<file path="config.mk">
export PLATFORM = sky130hd
export DESIGN_NAME = bitstream_carry_resolver_flat
export DESIGN_NICKNAME = d
export VERILOG_FILES = /design/src/rtl/bitstream_carry_resolver_pkg.sv /design/src/rtl/bitstream_carry_resolver_if.sv /design/src/rtl/bitstream_carry_resolver_precarry_fifo.sv /design/src/rtl/bitstream_carry_resolver.sv /design/src/flat_wrapper.sv
export SDC_FILE = /design/constraint.sdc
export NUM_CORES = 1
export LEC_CHECK = 0
export CAP_MARGIN = 40
export CORE_MARGIN = 2
export CORE_UTILIZATION = 55
export DETAILED_ROUTE_END_ITERATION = 16
export GPL_TIMING_DRIVEN = 0
export PLACE_DENSITY = 0.86
export SLEW_MARGIN = 20
export SYNTH_ARGS = -nofsm -noshare
export SYNTH_HDL_FRONTEND = slang
export SYNTH_SLANG_ARGS = --single-unit
</file>
<file path="constraint.sdc">
create_clock -name general_clk -period 4.8 [get_ports general_clk]
set_clock_uncertainty 0.2 [all_clocks]
set_input_delay 0.96 -clock general_clk [delete_from_list [all_inputs] [get_ports general_clk]]
set_output_delay 0.96 -clock general_clk [all_outputs]
set_load 0.02 [all_outputs]
</file>
<file path="src/rtl/bitstream_carry_resolver_pkg.sv">
// Shared types and constants for the bitstream carry resolver.
package carry_resolver_pkg;
  localparam int BYTE_WIDTH     = 8;
  localparam int PRE_WORD_WIDTH = 9;

  localparam logic [1:0] FLAG_NONE = 2'b00;
  localparam logic [1:0] FLAG_ONE  = 2'b01;
  localparam logic [1:0] FLAG_TWO  = 2'b10;

  typedef logic [PRE_WORD_WIDTH-1:0] pre_word_t;
  typedef logic [BYTE_WIDTH-1:0]     byte_t;

  typedef enum logic [1:0] {
    S_EMPTY,
    S_HOLD,
    S_EMIT_PEND,
    S_EMIT_RUN
  } state_t;
endpackage

</file>
<file path="src/rtl/bitstream_carry_resolver_if.sv">
// Pre-bitstream input, byte output stream and status for the carry resolver.
// CARRY_RESOLVER_STATS_EN adds the stat_bytes / stat_carries counters.
interface bitstream_carry_resolver_if #(parameter int WORD_WIDTH = 16);
  logic                  in_valid;
  logic [1:0]            in_flag;
  logic [WORD_WIDTH-1:0] in_bit_1;
  logic [WORD_WIDTH-1:0] in_bit_2;
  logic                  in_ready;
  logic                  flush;
  logic [7:0]            out_byte;
  logic                  out_valid;
  logic                  out_ready;
  logic                  out_last;
  logic                  flush_done;
  logic                  err;
`ifdef CARRY_RESOLVER_STATS_EN
  logic [31:0]           stat_bytes;
  logic [15:0]           stat_carries;

  modport master (output in_valid, in_flag, in_bit_1, in_bit_2, flush, out_ready,
                  input  in_ready, out_byte, out_valid, out_last, flush_done, err,
                         stat_bytes, stat_carries);
  modport slave  (input  in_valid, in_flag, in_bit_1, in_bit_2, flush, out_ready,
                  output in_ready, out_byte, out_valid, out_last, flush_done, err,
                         stat_bytes, stat_carries);
`else
  modport master (output in_valid, in_flag, in_bit_1, in_bit_2, flush, out_ready,
                  input  in_ready, out_byte, out_valid, out_last, flush_done, err);
  modport slave  (input  in_valid, in_flag, in_bit_1, in_bit_2, flush, out_ready,
                  output in_ready, out_byte, out_valid, out_last, flush_done, err);
`endif
endinterface

</file>
<file path="src/rtl/bitstream_carry_resolver_precarry_fifo.sv">
// Dual-write single-read FIFO of 9-bit pre-bitstream words. Port 2 is only
// written together with port 1 and lands behind it. Caller guards overflow.
module precarry_fifo
  import carry_resolver_pkg::*;
#(
  parameter int DEPTH = 8,
  localparam int PTR_W = $clog2(DEPTH),
  localparam int CNT_W = PTR_W + 1
) (
  input  logic             clk,
  input  logic             rst,
  input  logic             wr_en_1,
  input  pre_word_t        wr_data_1,
  input  logic             wr_en_2,
  input  pre_word_t        wr_data_2,
  input  logic             rd_en,
  output pre_word_t        rd_data,
  output logic [CNT_W-1:0] count
);
  pre_word_t        mem_q [DEPTH];
  pre_word_t        mem_d [DEPTH];
  logic [PTR_W-1:0] wr_ptr_q, wr_ptr_d, rd_ptr_q, rd_ptr_d, wr_ptr_p1;
  logic [CNT_W-1:0] count_q, count_d, n_wr;

  assign wr_ptr_p1 = wr_ptr_q + 1'b1;
  assign rd_data   = mem_q[rd_ptr_q];
  assign count     = count_q;

  // Next storage, pointers and occupancy.
  always_comb begin
    mem_d    = mem_q;
    wr_ptr_d = wr_ptr_q;
    rd_ptr_d = rd_ptr_q;
    n_wr     = '0;
    if (wr_en_1) begin
      mem_d[wr_ptr_q] = wr_data_1;
      wr_ptr_d        = wr_ptr_p1;
      n_wr            = CNT_W'(1);
      if (wr_en_2) begin
        mem_d[wr_ptr_p1] = wr_data_2;
        wr_ptr_d         = wr_ptr_p1 + 1'b1;
        n_wr             = CNT_W'(2);
      end
    end
    if (rd_en) rd_ptr_d = rd_ptr_q + 1'b1;
    count_d = count_q + n_wr - CNT_W'(rd_en);
  end

  // State register.
  always_ff @(posedge clk or posedge rst) begin
    if (rst) begin
      for (int i = 0; i < DEPTH; i++) mem_q[i] <= '0;
      wr_ptr_q <= '0;
      rd_ptr_q <= '0;
      count_q  <= '0;
    end else begin
      mem_q    <= mem_d;
      wr_ptr_q <= wr_ptr_d;
      rd_ptr_q <= rd_ptr_d;
      count_q  <= count_d;
    end
  end
endmodule

</file>
<file path="src/rtl/bitstream_carry_resolver.sv">
// Carry resolver: buffers pre-bitstream words, folds carries back over pending
// 0xFF runs and emits final bytes on a valid/ready stream, with frame flush.
// CARRY_RESOLVER_STATS_EN adds byte and carry counters.
module bitstream_carry_resolver
  import carry_resolver_pkg::*;
#(
  parameter int WORD_WIDTH    = 16,
  parameter int FIFO_DEPTH    = 8,
  parameter int RUN_CNT_WIDTH = 16
) (
  input logic                      general_clk,
  input logic                      reset,
  bitstream_carry_resolver_if.slave bus
);
  localparam int CNT_W = $clog2(FIFO_DEPTH) + 1;
  localparam logic [CNT_W-1:0] READY_MAX = CNT_W'(FIFO_DEPTH - 2);

  state_t                   state_q, state_d;
  byte_t                    pend_q, pend_d, emit_byte_q, emit_byte_d, run_byte_q, run_byte_d;
  logic [RUN_CNT_WIDTH-1:0] run_cnt_q, run_cnt_d;
  logic flush_req_q, flush_req_d, finishing_q, finishing_d;
  logic flush_done_q, flush_done_d, err_q, err_d;
  logic pop, wr_en_1, wr_en_2, in_ready, out_valid, fifo_empty;
  logic [CNT_W-1:0] fifo_count;
  pre_word_t head;
  logic unused_hi;

  assign unused_hi = ^{bus.in_bit_1[WORD_WIDTH-1:PRE_WORD_WIDTH],
                       bus.in_bit_2[WORD_WIDTH-1:PRE_WORD_WIDTH]};

  // Refuse input while a flush drains so the frame boundary stays clean.
  assign in_ready   = (fifo_count <= READY_MAX) && !flush_req_q;
  assign fifo_empty = (fifo_count == '0);
  assign wr_en_1 = bus.in_valid && in_ready &&
                   (bus.in_flag == FLAG_ONE || bus.in_flag == FLAG_TWO);
  assign wr_en_2 = bus.in_valid && in_ready && (bus.in_flag == FLAG_TWO);

  precarry_fifo #(.DEPTH(FIFO_DEPTH)) u_fifo (
    .clk       (general_clk),
    .rst       (reset),
    .wr_en_1   (wr_en_1),
    .wr_data_1 (bus.in_bit_1[PRE_WORD_WIDTH-1:0]),
    .wr_en_2   (wr_en_2),
    .wr_data_2 (bus.in_bit_2[PRE_WORD_WIDTH-1:0]),
    .rd_en     (pop),
    .rd_data   (head),
    .count     (fifo_count)
  );

  assign out_valid      = (state_q == S_EMIT_PEND) || (state_q == S_EMIT_RUN);
  assign bus.in_ready   = in_ready;
  assign bus.out_valid  = out_valid;
  assign bus.flush_done = flush_done_q;
  assign bus.err        = err_q;
  assign bus.out_last   = finishing_q &&
                          ((state_q == S_EMIT_PEND && run_cnt_q == '0) ||
                           (state_q == S_EMIT_RUN  && run_cnt_q == RUN_CNT_WIDTH'(1)));

  // Output byte select; zero when idle.
  always_comb begin
    bus.out_byte = '0;
    if (state_q == S_EMIT_PEND)     bus.out_byte = emit_byte_q;
    else if (state_q == S_EMIT_RUN) bus.out_byte = run_byte_q;
  end

  // Next state, pop control, run counting and flush sequencing.
  always_comb begin
    state_d      = state_q;
    pend_d       = pend_q;
    emit_byte_d  = emit_byte_q;
    run_byte_d   = run_byte_q;
    run_cnt_d    = run_cnt_q;
    flush_req_d  = flush_req_q;
    finishing_d  = finishing_q;
    flush_done_d = 1'b0;
    err_d        = err_q;
    pop          = 1'b0;
    if (bus.flush) flush_req_d = 1'b1;
    if (bus.in_valid && bus.in_flag == 2'b11) err_d = 1'b1;
    if (bus.in_valid && bus.in_flag != FLAG_NONE && !in_ready) err_d = 1'b1;
    case (state_q)
      S_EMPTY: begin
        if (!fifo_empty) begin
          // First byte of a frame has nothing behind it to carry into.
          pop     = 1'b1;
          pend_d  = head[BYTE_WIDTH-1:0];
          state_d = S_HOLD;
        end else if (flush_req_q) begin
          flush_done_d = 1'b1;
          flush_req_d  = 1'b0;
        end
      end
      S_HOLD: begin
        if (!fifo_empty) begin
          pop = 1'b1;
          if (head == 9'h0FF) begin
            if (&run_cnt_q) err_d = 1'b1;
            else            run_cnt_d = run_cnt_q + 1'b1;
          end else begin
            emit_byte_d = pend_q + {7'b0, head[8]};
            run_byte_d  = head[8] ? 8'h00 : 8'hFF;
            pend_d      = head[BYTE_WIDTH-1:0];
            state_d     = S_EMIT_PEND;
          end
        end else if (flush_req_q) begin
          emit_byte_d = pend_q;
          run_byte_d  = 8'hFF;
          finishing_d = 1'b1;
          state_d     = S_EMIT_PEND;
        end
      end
      S_EMIT_PEND: begin
        if (bus.out_ready) begin
          if (run_cnt_q != '0) state_d = S_EMIT_RUN;
          else if (finishing_q) begin
            state_d      = S_EMPTY;
            finishing_d  = 1'b0;
            flush_done_d = 1'b1;
            flush_req_d  = 1'b0;
          end else state_d = S_HOLD;
        end
      end
      S_EMIT_RUN: begin
        if (bus.out_ready) begin
          run_cnt_d = run_cnt_q - 1'b1;
          if (run_cnt_q == RUN_CNT_WIDTH'(1)) begin
            if (finishing_q) begin
              state_d      = S_EMPTY;
              finishing_d  = 1'b0;
              flush_done_d = 1'b1;
              flush_req_d  = 1'b0;
            end else state_d = S_HOLD;
          end
        end
      end
      default: state_d = S_EMPTY;
    endcase
  end

  // State register.
  always_ff @(posedge general_clk or posedge reset) begin
    if (reset) begin
      state_q      <= S_EMPTY;
      pend_q       <= '0;
      emit_byte_q  <= '0;
      run_byte_q   <= '0;
      run_cnt_q    <= '0;
      flush_req_q  <= 1'b0;
      finishing_q  <= 1'b0;
      flush_done_q <= 1'b0;
      err_q        <= 1'b0;
    end else begin
      state_q      <= state_d;
      pend_q       <= pend_d;
      emit_byte_q  <= emit_byte_d;
      run_byte_q   <= run_byte_d;
      run_cnt_q    <= run_cnt_d;
      flush_req_q  <= flush_req_d;
      finishing_q  <= finishing_d;
      flush_done_q <= flush_done_d;
      err_q        <= err_d;
    end
  end

`ifdef CARRY_RESOLVER_STATS_EN
  logic [31:0] stat_bytes_q, stat_bytes_d;
  logic [15:0] stat_carries_q, stat_carries_d;

  assign bus.stat_bytes   = stat_bytes_q;
  assign bus.stat_carries = stat_carries_q;

  // Wrapping counters of output handshakes and popped carry words.
  always_comb begin
    stat_bytes_d   = stat_bytes_q + {31'b0, out_valid && bus.out_ready};
    stat_carries_d = stat_carries_q + {15'b0, pop && head[8]};
  end

  // Statistics registers.
  always_ff @(posedge general_clk or posedge reset) begin
    if (reset) begin
      stat_bytes_q   <= '0;
      stat_carries_q <= '0;
    end else begin
      stat_bytes_q   <= stat_bytes_d;
      stat_carries_q <= stat_carries_d;
    end
  end
`endif
endmodule

</file>
<file path="src/flat_wrapper.sv">
// flat-port wrapper written by rule: the top's interface ports become plain ports
module bitstream_carry_resolver_flat import carry_resolver_pkg::*;
#(
  parameter int WORD_WIDTH    = 16,
  parameter int FIFO_DEPTH    = 8,
  parameter int RUN_CNT_WIDTH = 16
)
  (general_clk, reset, bus_in_valid, bus_in_flag, bus_in_bit_1, bus_in_bit_2, bus_flush, bus_out_ready, bus_in_ready, bus_out_byte, bus_out_valid, bus_out_last, bus_flush_done, bus_err);
  bitstream_carry_resolver_if #(.WORD_WIDTH(WORD_WIDTH)) bus_i ();
  input logic general_clk;
  input logic reset;
  input wire logic [$bits(bus_i.in_valid)-1:0] bus_in_valid;
  input wire logic [$bits(bus_i.in_flag)-1:0] bus_in_flag;
  input wire logic [$bits(bus_i.in_bit_1)-1:0] bus_in_bit_1;
  input wire logic [$bits(bus_i.in_bit_2)-1:0] bus_in_bit_2;
  input wire logic [$bits(bus_i.flush)-1:0] bus_flush;
  input wire logic [$bits(bus_i.out_ready)-1:0] bus_out_ready;
  output wire logic [$bits(bus_i.in_ready)-1:0] bus_in_ready;
  output wire logic [$bits(bus_i.out_byte)-1:0] bus_out_byte;
  output wire logic [$bits(bus_i.out_valid)-1:0] bus_out_valid;
  output wire logic [$bits(bus_i.out_last)-1:0] bus_out_last;
  output wire logic [$bits(bus_i.flush_done)-1:0] bus_flush_done;
  output wire logic [$bits(bus_i.err)-1:0] bus_err;
  assign bus_i.in_valid = bus_in_valid;
  assign bus_i.in_flag = bus_in_flag;
  assign bus_i.in_bit_1 = bus_in_bit_1;
  assign bus_i.in_bit_2 = bus_in_bit_2;
  assign bus_i.flush = bus_flush;
  assign bus_i.out_ready = bus_out_ready;
  assign bus_in_ready = bus_i.in_ready;
  assign bus_out_byte = bus_i.out_byte;
  assign bus_out_valid = bus_i.out_valid;
  assign bus_out_last = bus_i.out_last;
  assign bus_flush_done = bus_i.flush_done;
  assign bus_err = bus_i.err;
  bitstream_carry_resolver #(.WORD_WIDTH(WORD_WIDTH), .FIFO_DEPTH(FIFO_DEPTH), .RUN_CNT_WIDTH(RUN_CNT_WIDTH)) u_core (.general_clk(general_clk), .reset(reset), .bus(bus_i));
endmodule
</file>
==> results.cfg, run 1 <==
[final_layout]
instances_no_fill = 883
antenna_cells = 0
final_net_count = 757
drive_above_1_share_pct = 12.8
fillCellCount = 919
syn_to_final_growth_pct = 15.7

[cts]
cts_buffer_depth = 2
cts_made_buffers = 17
htreeDepth = 4
cts.clk_slew.worst_paths_ns = 0.06
cts_setup_buffers = 0
insertion_delay_ns = 0.43
cts_sinks = 121
clockRootBuffer = clkbuf_16
tritoncts = built
ctsResizeCount = 0
holdBufCountCts = 0

[route]
routed_wl_um = 20200
drc = 0
postRouteAntennaNets = 0
vias = 6122
drtIter0Drc = 867
first_pass_iters = 6
via_per_inst = 6.93
wl_per_cell_um = 22.8

[placed_design]
port_buffers = 19
dp_cells = 849
gp_congestion = 0.905
dp_hpwl_um = 13000

[timing]
whs_ns = 0.299
finalCriticalPeriod_ns = 4.44
fmax_ghz = 0.225
timing.final.crit_share_pct = 92.5
worst_pin_slew_ns = 0.895
slew_viol_final = 0
setup_viol = 0
finalHoldViolCount = 0
rsz0062_at_grt = false
worst_slew_margin_rel_pct = 40.0

[pwr]
p_leak_uw = 0.00338
ir_worst_vdd_v = 0.000229
powerDensity_nw_per_um2 = 335

[grt]
grtUsageTotal_pct = 31.0
grt_start_max_net_pins = 86
grt_pass1_vias = 5905
grt_pass1_wl_um = 31500
antenna_found_initial = 0
overflow = 0

[setup_path]
worstSetupPathType = flop to output pin
critPathMaxFanout = 7
cp.arrival_ns = 3.28
rr_worst_depth = 14
endpoint = bus_out_last
cp-start-kind = flop
reg2reg_slack_ns = 0.70
r2r_end = u_core.u_fifo.count[3]$_DFF_PP0_
crit_chain = clkbuf_1 -> or4_1 -> nor4b_1 -> and2_1 -> nor3b_1 -> clkdlybuf4s50_1
end_kind = output pin
critPathMaxStageDelay_ns = 0.66
critPathSlowestCell = or4_1
crit_start = u_core.run_cnt_q[3]$_DFFE_PP0P_
rr_startpoint = u_core.u_fifo.count[3]$_DFF_PP0_
cp.required_ns = 3.64

[floorplan]
rows = 41
io_pins = 52
dieArea_um2 = 13600
start_util_pct = 55.9
die_w_um = 117
fp.coreArea_um2 = 12500
fp.dieH_um = 117

[synth]
ys_ff_latch = 121
synth.top_cells.by_count = dfrtp_1, a2bb2oi_1, o22ai_1, nand2_1, nor2_1
synth.area.top_cells = dfrtp_1, a2bb2oi_1, o22ai_1
yosysTopAreaCell = dfrtp_1
yosysMostFrequentCell = dfrtp_1
synth_edf_count = 0
synth_top_cell_area_share_pct = 43.5
yosysSeqAreaShare_pct = 43.5
synthCells = 654
synth_cell_types = 63
avgSynthCellArea_um2 = 10.6
async_reset_ff_share_pct = 100
yosysWarnings = 0
synth.cell_area_um2 = 6960
syn_nets = 713
yosys_most_used_dff = dfrtp_1

[hold_path]
min-delay-start = u_core.u_fifo.mem_q[28]$_DFFE_PP0P_
hold_class = flop to flop

[status]
run_status = complete, no violations

[run]
drv_cap = 0
cells in the final DEF, fill, tap and decap left out, types with 5 or more instances in the layout:
master and n:
clkbuf_1 23, nand2_1 49, a31oi_1 9, mux4_2 13
mux2i_1 12, o2bb2ai_1 9, buf_1 22, nand3_1 13
o22ai_1 63, clkdlybuf4s50_1 19, nor2_1 23, a22oi_1 11
nand4_1 8, mux2_4 13, buf_6 5, buf_2 5
o21ai_0 6, clkbuf_16 17, inv_1 18, dfrtp_1 121
xnor2_1 15, nor3_1 11, xor2_1 13, a21boi_0 10
a21oi_1 19, a2bb2oi_1 65, ha_1 19, and3_1 7
how the worst min path moves through the flow:
stage | to | depth (start not counted)
2_1_floorplan | u_core.u_fifo.mem_q[27]$_DFFE_PP0P_ | 1
3_3_place_gp | u_core.u_fifo.mem_q[35]$_DFFE_PP0P_ | 1
3_5_place_dp | u_core.u_fifo.mem_q[28]$_DFFE_PP0P_ | 1
4_1_cts | u_core.u_fifo.mem_q[28]$_DFFE_PP0P_ | 1
5_1_grt | u_core.u_fifo.mem_q[27]$_DFFE_PP0P_ | 1
6_report | u_core.u_fifo.mem_q[28]$_DFFE_PP0P_ | 1
registers in the layout, indices dropped and copies added (netlist names):
name / cells
u_core.state_q: 2
u_core.bus.flush_done: 1
u_core.emit_byte_q: 8
u_core.bus.err: 1
u_core.pend_q: 8
u_core.finishing_q: 1
u_core.run_cnt_q: 16
u_core.flush_req_q: 1
u_core.run_byte_q: 1
u_core.u_fifo.count: 4
u_core.u_fifo.mem_q: 72
u_core.u_fifo.rd_ptr_q: 3
u_core.u_fifo.wr_ptr_q: 3
report_power, final:
group	leakage [uW]	internal (uW)	switching [uW]	total (uW)
Combinational	0.00150	98.9	180	279
Clock	0.000294	834	500	1330
Sequential	0.00159	1050	35.6	1090
cell type report:
type	count	area [um^2]	share of cell area, %
multi-input cells	458	3620	44.9
flip-flops and latches	121	3030	37.6
clock buffers	19	443	5.50
repair buffers	25	255	3.17
plain buffers	54	246	3.06
well taps	172	215	2.67
clock inverters	13	168	2.08
inverters	21	83.8	1.04
metrics by stage:
| step | setup TNS [ns] | setup slack (ns) | util (%) | total power (uW) | cell area [um^2] |
|---|---|---|---|---|---|
| 3_5_place_dp | 0 | 0.206 | 59.6 | 1380 | 7430 |
| 6_report | 0 | 0.359 | 64.6 | 2700 | 8060 |
| 4_1_cts | 0 | 0.406 | 64.5 | 2700 | 8040 |
| 5_1_grt | 0 | 0.138 | 64.6 | 2790 | 8060 |
| 3_3_place_gp | -135.24 | -1.13 | 59.1 | 1360 | 7370 |
| 2_1_floorplan | 0 | 0.426 | - | 1300 | 6960 |
critical path, delay by kind of cell, from the launching register on:
kind | cells | cell delay, ns
simple gates | 4 | 1.70
flops | 1 | 0.35
buf+inv | 2 | 0.80
kinds of logic after synthesis:
logic type	share of synthesized area, %
AOI/OAI and AO/OA	23.2
xor gates and xnor gates	3.52
adders and majority gates	3.70
buffers and inverters	4.67
DFF	43.5
muxes	10.3
and+or+nand+nor	11.0
metal layers:
layer  wire [um]  up-vias  global-route usage, %
met1        7600     2966                   38.4
li1            -     2590                      -
met3        2130       87                   9.39
met4         872        0                   15.6
met2        9560      479                   49.5
met5           0        -                      0
No activity file was read; power rests on OpenSTA's default activity.
==> run 2: changes to the inputs <==
--- a/config.mk
+++ b/config.mk
@@ -5,12 +5,14 @@
 export SDC_FILE = /design/constraint.sdc
 export NUM_CORES = 1
 export LEC_CHECK = 0
+export ABC_CLOCK_PERIOD_IN_PS = 4800
 export CAP_MARGIN = 40
 export CORE_MARGIN = 2
 export CORE_UTILIZATION = 55
 export DETAILED_ROUTE_END_ITERATION = 16
 export GPL_TIMING_DRIVEN = 0
 export PLACE_DENSITY = 0.86
+export RECOVER_POWER = 50
 export SLEW_MARGIN = 20
 export SYNTH_ARGS = -nofsm -noshare
 export SYNTH_HDL_FRONTEND = slang
==> run 2 against run 1 <==
Net effect: the flow now finishes with violations (capacitance limit, slew limit); non-clock buffer count unchanged; final cell count unchanged; sequential power about the same; fmax decreased by 0.74%; worst setup slack got worse by 0.033 ns; global-route usage unchanged; core utilization decreased by 0.21 points; via count about the same; critical endpoint unchanged; largest cell class unchanged; highest routed layer unchanged.
==> results.cfg, run 2 (synthesis gave the netlist of run 1 again) <==
[route]
routed_wl_um = 20200
postRouteAntennaNets = 0
wl_per_cell_um = 22.9
drc = 0
drtIter0Drc = 739
via_per_inst = 6.93
first_pass_iters = 6
vias = 6117

[status]
run_status = finished, violations left
violations = capacitance limit, slew limit

[floorplan]
rows = 41
fp.dieH_um = 117
fp.coreArea_um2 = 12500
die_w_um = 117
io_pins = 52
start_util_pct = 55.9
dieArea_um2 = 13600

[timing]
finalCriticalPeriod_ns = 4.47
timing.final.crit_share_pct = 93.2
fmax_ghz = 0.224
rsz0062_at_grt = false
slew_viol_final = 124
worst_pin_slew_ns = 1.89
finalHoldViolCount = 0
worst_slew_margin_rel_pct = -25.8
setup_viol = 0
finalSetupTns_ns = 0

[grt]
overflow = 0
grt_pass1_vias = 5905
antenna_found_initial = 0
grtUsageTotal_pct = 31.0
grt_start_max_net_pins = 86
grt_pass1_wl_um = 31500

[cts]
htreeDepth = 4
holdBufCountCts = 0
clockRootBuffer = clkbuf_16
cts_buffer_depth = 2
cts_setup_buffers = 0
insertion_delay_ns = 0.43
ctsResizeCount = 0
tritoncts = built
cts.clk_slew.worst_paths_ns = 0.06
cts_made_buffers = 17
cts_sinks = 121

[placed_design]
port_buffers = 19
dp_hpwl_um = 13000
gp_congestion = 0.905

[setup_path]
worstSetupPathType = flop to output pin
crit_chain = clkbuf_1 -> or4_1 -> nor4b_1 -> and2_1 -> nor3b_1 -> clkdlybuf4s50_1
critPathMaxStageDelay_ns = 0.66
cp-start-kind = flop
end_kind = output pin
path_buf_inv = 2
cp.required_ns = 3.64
cp.arrival_ns = 3.31
critPathSlowestCell = or4_1
critPathMaxFanout = 7
crit_family = simple AND/OR/NAND/NOR gates

[final_layout]
drive_above_1_share_pct = 12.8
final_net_count = 757
reg_top3 = u_core.u_fifo.mem_q: 72 flops, u_core.run_cnt_q: 16 flops
final_cell_mix = dfrtp_1, a2bb2oi_1, o22ai_1, nand2_1
final_common_cell = dfrtp_1
antenna_cells = 0
regMostFlops = u_core.u_fifo.mem_q
largest_reg_flops = 72
syn_to_final_growth_pct = 15.3

[pwr]
powerDensity_nw_per_um2 = 336
p_total_uw = 2700
p_int_uw = 1980
clock_power_share_pct = 49.5
swShare_pct = 26.4
p_leak_uw = 0.00337
ir_worst_vdd_v = 0.000228
p_comb_share_pct = 10.2
pwr-share-seq_pct = 40.4
p_switching_uw = 713

[hold_path]
hold_class = flop to flop

[run]
drv_cap = 2
[run 2: cell types whose count changed in the layout (fill, tap and decap cells not counted)]
cell,before,now
buf_2,5,6
inv_6,4,3
clkinvlp_2,0,1
dlygate4sd3_1,0,4
clkdlybuf4s50_1,19,15
buf_16,1,0
[run 2: final timing paths]
path | start | endpoint | slack [ns] | depth (start not counted)
max | u_core.run_cnt_q[3]$_DFFE_PP0P_ | bus_out_last | 0.33 | 6
min | u_core.u_fifo.mem_q[28]$_DFFE_PP0P_ | u_core.u_fifo.mem_q[28]$_DFFE_PP0P_ | 0.30 | 1
max reg2reg | u_core.u_fifo.count[3]$_DFF_PP0_ | u_core.u_fifo.count[3]$_DFF_PP0_ | 0.69 | 14
min reg2reg | u_core.u_fifo.mem_q[28]$_DFFE_PP0P_ | u_core.u_fifo.mem_q[28]$_DFFE_PP0P_ | 0.30 | 1
max in group asynchronous | reset | u_core.u_fifo.mem_q[33]$_DFFE_PP0P_ | 0.70 | 3
min in group asynchronous | reset | u_core.u_fifo.count[3]$_DFF_PP0_ | 1.18 | 2
[run 2: cell type report]
class / count / area (um^2)
multi-input cells: 458 / 3620
repair buffers: 25 / 233
well taps: 172 / 215
fillers: 924 / 4440
clock buffers: 19 / 443
plain buffers: 54 / 246
inverters: 21 / 80.1
flip-flops and latches: 121 / 3030
clock inverters: 13 / 168
[run 2: stage by stage]
stage,instance area [um^2],setup WS (ns),util (%),hold WS (ns),std cells
final,8030,0.326,64.4,0.297,883
after global routing,8030,0.112,64.4,0.326,883
after CTS,8040,0.406,64.5,0.295,881
after detailed placement,7430,0.206,59.6,0.282,849
after global placement,7370,-1.13,59.1,0.268,845
after floorplan,6960,0.426,-,0.248,654
[run 2: metal layers]
layer | wire (um) | track usage (%) | vias up
li1 | - | - | 2589
met3 | 2230 | 9.39 | 93
met1 | 7540 | 38.4 | 2920
met4 | 929 | 15.6 | 0
met5 | 0 | 0 | -
met2 | 9480 | 49.5 | 515
[run 2: worst reg2reg max path, delay by kind of cell, from the launching register on]
family	cells	cell delay [ns]
AOI/OAI and AO/OA	4	0.96
buffers and inverters	4	1.13
DFF	1	0.38
xor gates and xnor gates	1	0.17
and+or+nand+nor	2	0.40
adders and majority gates	3	0.78
[run 2: power groups by stage]
stage / Clock, uW / Sequential, uW / Combinational [uW]
floorplan: 0 / 1100 / 199
global placement: 0 / 1100 / 253
detailed placement: 0 / 1100 / 271
CTS: 1340 / 1090 / 273
global route: 1390 / 1090 / 305
finish: 1330 / 1090 / 274
